<file path="src/rtl/tt_um_accum_alu.sv">
// Two-operand add/saturating-add unit with a small bank of per-channel
// accumulators behind a valid/ready request port and a single-entry
// output register (latency 1, full throughput).
module tt_um_accum_alu #(
    parameter int WIDTH = 8,
    parameter int NCH   = 4,
    localparam int CHW  = $clog2(NCH)
) (
    input  logic             clk,
    input  logic             rst,
    input  logic             ena,
    input  logic             in_valid,
    output logic             in_ready,
    input  logic [WIDTH-1:0] in_a,
    input  logic [WIDTH-1:0] in_b,
    input  logic [CHW-1:0]   in_ch,
    input  logic [1:0]       in_mode,
    output logic             out_valid,
    input  logic             out_ready,
    output logic [WIDTH-1:0] out_sum,
    output logic [CHW-1:0]   out_ch,
    output logic             out_ovf,
    output logic [15:0]      txn_count
);

    localparam logic [1:0] MODE_ADD    = 2'b00;
    localparam logic [1:0] MODE_ADDSAT = 2'b01;
    localparam logic [1:0] MODE_ACC    = 2'b10;
    localparam logic [1:0] MODE_CLR    = 2'b11;

    logic [WIDTH-1:0] acc [NCH];

    logic             accept;
    logic [WIDTH:0]   add_full;
    logic [WIDTH+1:0] acc_full;
    logic [WIDTH-1:0] res_sum;
    logic             res_ovf;
    logic             acc_we;
    logic [WIDTH-1:0] acc_new;

    // Ready whenever the output slot is free or being drained this cycle;
    // reset and a low enable both block new requests.
    assign in_ready = ena && !rst && (!out_valid || out_ready);
    assign accept   = in_valid && in_ready;

    // Result and accumulator-update computation for the request on the inputs.
    always_comb begin
        add_full = {1'b0, in_a} + {1'b0, in_b};
        acc_full = {2'b00, acc[in_ch]} + {2'b00, in_a} + {2'b00, in_b};
        res_sum  = '0;
        res_ovf  = 1'b0;
        acc_we   = 1'b0;
        acc_new  = '0;
        unique case (in_mode)
            MODE_ADD: begin
                res_sum = add_full[WIDTH-1:0];
                res_ovf = add_full[WIDTH];
            end
            MODE_ADDSAT: begin
                res_sum = add_full[WIDTH] ? {WIDTH{1'b1}} : add_full[WIDTH-1:0];
                res_ovf = add_full[WIDTH];
            end
            MODE_ACC: begin
                res_sum = acc_full[WIDTH-1:0];
                res_ovf = |acc_full[WIDTH+1:WIDTH];
                acc_we  = 1'b1;
                acc_new = acc_full[WIDTH-1:0];
            end
            MODE_CLR: begin
                acc_we  = 1'b1;
                acc_new = '0;
            end
            default: begin
                res_sum = '0;
            end
        endcase
    end

    // Output register: load on accept, drop when drained, otherwise hold.
    always_ff @(posedge clk) begin
        if (rst) begin
            out_valid <= 1'b0;
            out_sum   <= '0;
            out_ch    <= '0;
            out_ovf   <= 1'b0;
        end else if (accept) begin
            out_valid <= 1'b1;
            out_sum   <= res_sum;
            out_ch    <= in_ch;
            out_ovf   <= res_ovf;
        end else if (out_valid && out_ready) begin
            out_valid <= 1'b0;
        end
    end

    // Accumulators are written on the accept edge so a back-to-back request
    // on the same channel sees the new value.
    always_ff @(posedge clk) begin
        if (rst) begin
            for (int i = 0; i < NCH; i++) begin
                acc[i] <= '0;
            end
        end else if (accept && acc_we) begin
            acc[in_ch] <= acc_new;
        end
    end

    // Accepted-request counter, sticks at all-ones.
    always_ff @(posedge clk) begin
        if (rst) begin
            txn_count <= '0;
        end else if (accept && (txn_count != 16'hFFFF)) begin
            txn_count <= txn_count + 16'd1;
        end
    end

endmodule

</file>
<file path="config.mk">
export PLATFORM = sky130hd
export DESIGN_NAME = tt_um_accum_alu
export DESIGN_NICKNAME = d
export VERILOG_FILES = /design/src/rtl/tt_um_accum_alu.sv
export SDC_FILE = /design/constraint.sdc
export NUM_CORES = 1
export LEC_CHECK = 0
export ABC_AREA = 1
export CAP_MARGIN = 30
export CORE_MARGIN = 2
export CORE_UTILIZATION = 50
export CTS_BUF_LIST = sky130_fd_sc_hd__clkbuf_4
export DETAILED_ROUTE_END_ITERATION = 8
export PLACE_DENSITY = 0.83
export SLEW_MARGIN = 20
export SYNTH_ARGS = -nofsm -noshare
export SYNTH_HDL_FRONTEND = slang
export SYNTH_SLANG_ARGS = --single-unit
</file>
<file path="constraint.sdc">
create_clock -name clk -period 3.2 [get_ports clk]
set_input_delay 0.48 -clock clk [delete_from_list [all_inputs] [get_ports clk]]
set_output_delay 0.48 -clock clk [all_outputs]
set_load 0.01 [all_outputs]
</file>
==> flow_summary.json, run 1 <==
{
  "status": "finished, final reports clean",
  "drt-total-wl_um": 9850,
  "grt_pass1_vias": 3541,
  "io_pins": 54,
  "endpoint_kind": "flop",
  "holdBufCountCts": 0,
  "wl_per_cell_um": 14.9,
  "crit_type": "in -> reg",
  "first_iter_violations": 184,
  "grt-ovfl-total": 0,
  "clock-skew-final_ps": 19.1,
  "die_w_um": 90.7,
  "dieArea_sq_um": 8230,
  "syn_nets": 529,
  "min_period_ps": 3030,
  "postLayoutCellArea_sq_um": 4680,
  "hold_viol_final": 0,
  "dp_hpwl_um": 7400,
  "critPathMaxFanout": 9,
  "final_core_util_pct": 64.5,
  "cts_root_buffer": "clkbuf_4",
  "fin_ws_ps": 168,
  "ys_types": 39,
  "initial_core_util_pct": 51.9,
  "clock_sinks": 60,
  "synth_seq_area_share_pct": 40.4,
  "setup_viol": 0,
  "vias_per_cell": 5.32,
  "postRouteAntennaNets": 0,
  "gp_congestion": 0.999,
  "synth_warnings": 0,
  "powerDensity_nw_per_um2": 402,
  "synth_seq_cells": 60,
  "fin_crit_sh_pct": 94.7,
  "port_buffers": 53,
  "dr.pass1.iters": 4,
  "worst_pin_slew_ps": 507,
  "syn_inst": 478,
  "numCtsBuffers": 9,
  "place_area_sq_um": 4540,
  "cts_tree": "yes",
  "tns_ps": 0,
  "worstSetupStartpointType": "input pin",
  "grt_pass1_wl_um": 16100,
  "dp_slack_ps": -195,
  "cp_data_arrival_time_ps": 3280,
  "clockBufferDepth": 2,
  "fmaxAchievable_mhz": 330,
  "cts_max_level": 3,
  "top_layer_used": "met4",
  "peakVddDrop_uv": 233,
  "m1WireLength_um": 4060,
  "antenna_found_initial": 0,
  "cts.repair.resized": 0,
  "drc": 0,
  "grt_usage_pct": 24.4,
  "post-cts-setup-buffer-count": 0,
  "areaGrowthSynthToFinish_pct": 24.3,
  "syn-cell-area_sq_um": 3760,
  "die_h_um": 90.7,
  "diodes": 0,
  "wl_met3_um": 578,
  "grt_max_degree": 20,
  "drive_above_1_share_pct": 9.82,
  "syn_area_per_cell_sq_um": 7.87,
  "rsz0062_at_grt": "false",
  "cap_violations": 0,
  "worst_ep_required_time_ps": 3450,
  "dr_wl_met2_um": 5040,
  "path_clk_slew_ps": 110,
  "hold_class": "reg -> reg",
  "slew_viol_final": 0,
  "clock_latency_ps": 400,
  "p_leak_nw": 1.90,
  "maxSlewHeadroom_pct": 66.0,
  "r2r_slack_ps": 610,
  "fp-row-count": 31,
  "vias": 3505,
  "coreArea_sq_um": 7250,
  "num-nets-final": 606
}
## synth_stat cells
cell type,count,area share (%)
and3_1,2,0.33
o21ai_0,23,3.1
clkbuf_1,4,0.40
o21ai_1,2,0.27
nand3_1,36,4.8
nor3_1,7,0.93
nor2_1,65,6.5
a32o_1,1,0.27
nor2_8,1,0.53
o211ai_1,1,0.20
fa_1,10,5.3
edfxtp_1,32,26
a21boi_0,1,0.20
nor2_4,4,1.2
a211oi_1,2,0.40
dfxtp_1,28,15
clkinv_2,1,0.13
inv_4,1,0.17
nand3b_1,1,0.20
nand2_4,3,0.90
o21a_1,1,0.20
nand2_1,114,11
o22ai_1,7,1.2
a21oi_1,29,3.9
buf_4,1,0.20
nand2_2,3,0.50
inv_1,50,5.0
or2_2,1,0.17
inv_2,1,0.10
xor2_1,4,0.93
ha_1,16,5.3
buf_1,1,0.10
nand4_1,11,1.8
buf_6,3,0.90
xnor2_1,4,0.93
buf_2,3,0.40
clkinv_4,1,0.23
o21bai_1,2,0.40
nor3b_1,1,0.20
## cell families (layout without fill, tap and decap cells)
group | after synthesis | in the layout | synth area share (%)
compound gates | 69 | 69 | 10.0
simple gates | 249 | 249 | 29.4
fa+ha+maj | 26 | 26 | 10.6
buf+inv | 66 | 148 | 7.62
xor+xnor | 8 | 8 | 1.86
flops | 60 | 60 | 40.4
## worst paths after layout
path / cells after the start / from / to
max reg2reg: 12 / acc[2][1] / out_sum[7]
min: 2 / out_sum[0] / out_sum[0]
max: 12 / in_ch[1] / acc[3][6]
min reg2reg: 2 / out_sum[0] / out_sum[0]
## cells in the final DEF (no fill, tap or decap), drive strengths merged, types with 2 or more instances in the layout
cell and n:
o21ai 25, nor3 7, nand3 36, clkdlybuf4s50 53, xnor2 4, clkbuf 9
clkinvlp 2, xor2 4, o22ai 7, fa 10, inv 53, buf 25
dfxtp 28, nand4 11, ha 16, a211oi 2, o21bai 2, and3 2
edfxtp 32, nand2 120, clkinv 5, a21oi 29, nor2 70
## report_power, final
| group | total [mW] | leakage (nW) | switching, mW | internal [mW] |
|---|---|---|---|---|
| logic | 0.507 | 1.28 | 0.287 | 0.220 |
| clock network | 0.528 | 0.0674 | 0.294 | 0.234 |
| registers | 0.846 | 0.557 | 0.0109 | 0.835 |
| total | 1.88 | 1.90 | 0.592 | 1.29 |
## sequential cells by signal, summed over array words and instances, names as in the netlist
signal     count
acc           32
out_ch         2
out_ovf        1
out_sum        8
out_valid      1
txn_count     16
## cell type report
class,count,area [sq um]
tap,99,124
sequential,60,1520
inverter,54,211
fill,599,2580
clock buffer,9,67.6
clock inverter,7,66.3
timing repair buffer,78,731
multi-input combinational,352,1950
## per-stage QoR
stage / instances / total power, mW / hold slack [ps]
2_1_floorplan: 478 / 1.16 / 486
3_3_place_gp: 643 / 1.35 / 457
3_5_place_dp: 643 / 1.36 / 466
4_1_cts: 659 / 1.88 / 481
5_1_grt: 659 / 1.97 / 489
6_report: 659 / 1.88 / 479
## worst max-delay path: stages
cell,delay [ps]
clkdlybuf4s50_1,450
inv_1,230
o21ai_0,140
o22ai_1,260
fa_1,490
ha_1,370
a21oi_1,290
nand3_1,120
nand2_1,80
nand3_1,90
buf_4,170
nor2_1,110
## routing by layer
metal	vias up	track usage [%]
met3	16	6.26
met5	-	0
met2	130	43.7
li1	1738	-
met1	1621	28.6
met4	0	7.44
(Power assumes the default switching activity.)
==> run 2, diff against run 1 <==
--- a/config.mk
+++ b/config.mk
@@ -11,8 +11,9 @@
 export CORE_UTILIZATION = 50
 export CTS_BUF_LIST = sky130_fd_sc_hd__clkbuf_4
 export DETAILED_ROUTE_END_ITERATION = 8
-export PLACE_DENSITY = 0.83
-export SLEW_MARGIN = 20
+export DONT_BUFFER_PORTS = 1
+export PLACE_DENSITY = 0.74
+export SLEW_MARGIN = 10
 export SYNTH_ARGS = -nofsm -noshare
 export SYNTH_HDL_FRONTEND = slang
 export SYNTH_SLANG_ARGS = --single-unit
==> flow_summary.json, run 2 (synthesis gave the netlist of run 1 again) <==
{
  "status": "finished, final reports clean",
  "holdBufCountCts": 0,
  "grt_pass1_vias": 3123,
  "final_core_util_pct": 55.0,
  "num-nets-final": 533,
  "setup_viol": 0,
  "hold_class": "in -> reg",
  "net-switching-power_uw": 554,
  "areaGrowthSynthToFinish_pct": 5.99,
  "maxSlewHeadroom_pct": 64.2,
  "clockBufferDepth": 2,
  "dieArea_sq_um": 8230,
  "initial_core_util_pct": 51.9,
  "slew_viol_final": 0,
  "worst_pin_slew_ps": 534,
  "r2r_slack_ps": 410,
  "p_leak_nw": 1.62,
  "die_h_um": 90.7,
  "drc": 0,
  "min_period_ps": 2870,
  "p_int_mw": 1.22,
  "rsz0062_at_grt": "false",
  "diodes": 0,
  "drive_above_1_share_pct": 7.60,
  "swShare_pct": 31.2,
  "fmaxAchievable_mhz": 348,
  "r2r-start": "acc[2][3]",
  "vias": 3229,
  "path_clk_slew_ps": 110,
  "cp_top_family": "compound AO/OA/AOI/OAI gates",
  "tns_ps": 0,
  "worst_ep_required_time_ps": 3500,
  "comb_power_share_pct": 21.5,
  "largest_registers": "acc: 32 flops, txn_count: 16 flops, out_sum: 8 flops",
  "antenna_found_initial": 0,
  "powerDensity_nw_per_um2": 445,
  "cts_root_buffer": "clkbuf_4",
  "fp-row-count": 31,
  "dp_hpwl_um": 6820,
  "largest_reg_flops": 32,
  "grt_max_degree": 21,
  "rr_worst_depth": 12,
  "grt_usage_pct": 22.4,
  "hold_viol_final": 0,
  "seq_power_share_pct": 48.0,
  "postRouteAntennaNets": 0,
  "crit_type": "in -> reg",
  "gp_congestion": 1.02,
  "worstSetupStartpointType": "input pin",
  "cp_data_arrival_time_ps": 3170,
  "fin_crit_sh_pct": 89.7,
  "whs_path_depth": 1,
  "grt-ovfl-total": 0,
  "clock-skew-final_ps": 21.2,
  "io_pins": 54,
  "cts.repair.resized": 0,
  "slowest_delay_ps": 460,
  "coreArea_sq_um": 7250,
  "grt_pass1_wl_um": 14700,
  "clock_latency_ps": 400,
  "drt-total-wl_um": 8940,
  "wl_per_cell_um": 15.3,
  "cap_violations": 0,
  "n_fill_cell": 707,
  "vias_per_cell": 5.51,
  "layout_commonest_cell": "nand2_1",
  "peakVddDrop_uv": 256,
  "worst-path-buf-inv": 2,
  "dr.pass1.iters": 5,
  "numCtsBuffers": 9,
  "clock_sinks": 60,
  "port_buffers": 0,
  "slowest_stage": "fa_1",
  "endpoint_kind": "flop",
  "cts_max_level": 3,
  "cts_tree": "yes",
  "regMostFlops": "acc",
  "min_to": "txn_count[11]",
  "p_clk_share_pct": 30.5,
  "r2r_end": "out_sum[4]",
  "die_w_um": 90.7,
  "first_iter_violations": 193,
  "timing.critical_path.cells": "inv_1 > o21ai_0 > o22ai_1 > fa_1 > ha_1 > nand2_1 > nand2_1 > inv_1 > nand2_1 > o21ai_1 > nand3_1 > nand2_1 > a21oi_1",
  "min_from": "rst",
  "crit_top_cell": "nand2_1",
  "critPathMaxFanout": 19,
  "post-cts-setup-buffer-count": 0,
  "holdWs_ps": 132,
  "layout_common_cells": "114 x nand2_1, 65 x nor2_1, 50 x inv_1"
}
## run 2: worst max path at each step
stage | start | endpoint | depth (start not counted)
floorplan | in_ch[0] | out_sum[7] | 15
global placement | in_ch[0] | out_sum[4] | 13
detailed placement | in_ch[0] | out_sum[4] | 13
CTS | in_ch[0] | out_sum[4] | 13
global route | in_ch[0] | out_sum[7] | 13
finish | in_ch[0] | out_sum[4] | 13
## run 2: worst register-to-register path: stages (launching register included)
cell      delay [ps]
edfxtp_1         390
o21ai_0          200
o22ai_1          140
fa_1             450
ha_1             370
nand2_1           80
nand2_1           70
inv_1             60
nand2_1           90
o21ai_1          450
nand3_1          210
nand2_1          120
a21oi_1           60
## run 2: cell type report
| class | instances | area, sq um | share of cell area, % |
|---|---|---|---|
| repair buffers | 5 | 37.5 | 0.941 |
| well taps | 99 | 124 | 3.11 |
| flip-flops and latches | 60 | 1520 | 38.2 |
| clock inverters | 6 | 63.8 | 1.60 |
| clock buffers | 10 | 75.1 | 1.88 |
| inverters | 54 | 211 | 5.30 |
| multi-input cells | 352 | 1950 | 49.0 |
## run 2: routing by layer
layer	GRT usage [%]	vias up	wire, um
li1	-	1592	-
met1	27.8	1525	3840
met2	38.2	98	4420
met3	5.18	14	520
met4	7.69	0	157
met5	0	-	0
## run 2: power by group through the flow
stage / combinational [mW] / sequential, mW / clock [mW]
after floorplan: 0.293 / 0.865 / 0
after global placement: 0.363 / 0.869 / 0
after detailed placement: 0.372 / 0.869 / 0
after CTS: 0.375 / 0.852 / 0.547
after global routing: 0.431 / 0.855 / 0.583
final: 0.381 / 0.851 / 0.542
## run 2: per-stage QoR
step	setup slack, ps	area [sq um]	instances	power, mW
3_3_place_gp	38.5	3850	570	1.23
5_1_grt	145	3990	586	1.87
6_report	330	3990	586	1.77
2_1_floorplan	120	3760	478	1.16
3_5_place_dp	-28.3	3850	570	1.24
4_1_cts	399	3990	586	1.77
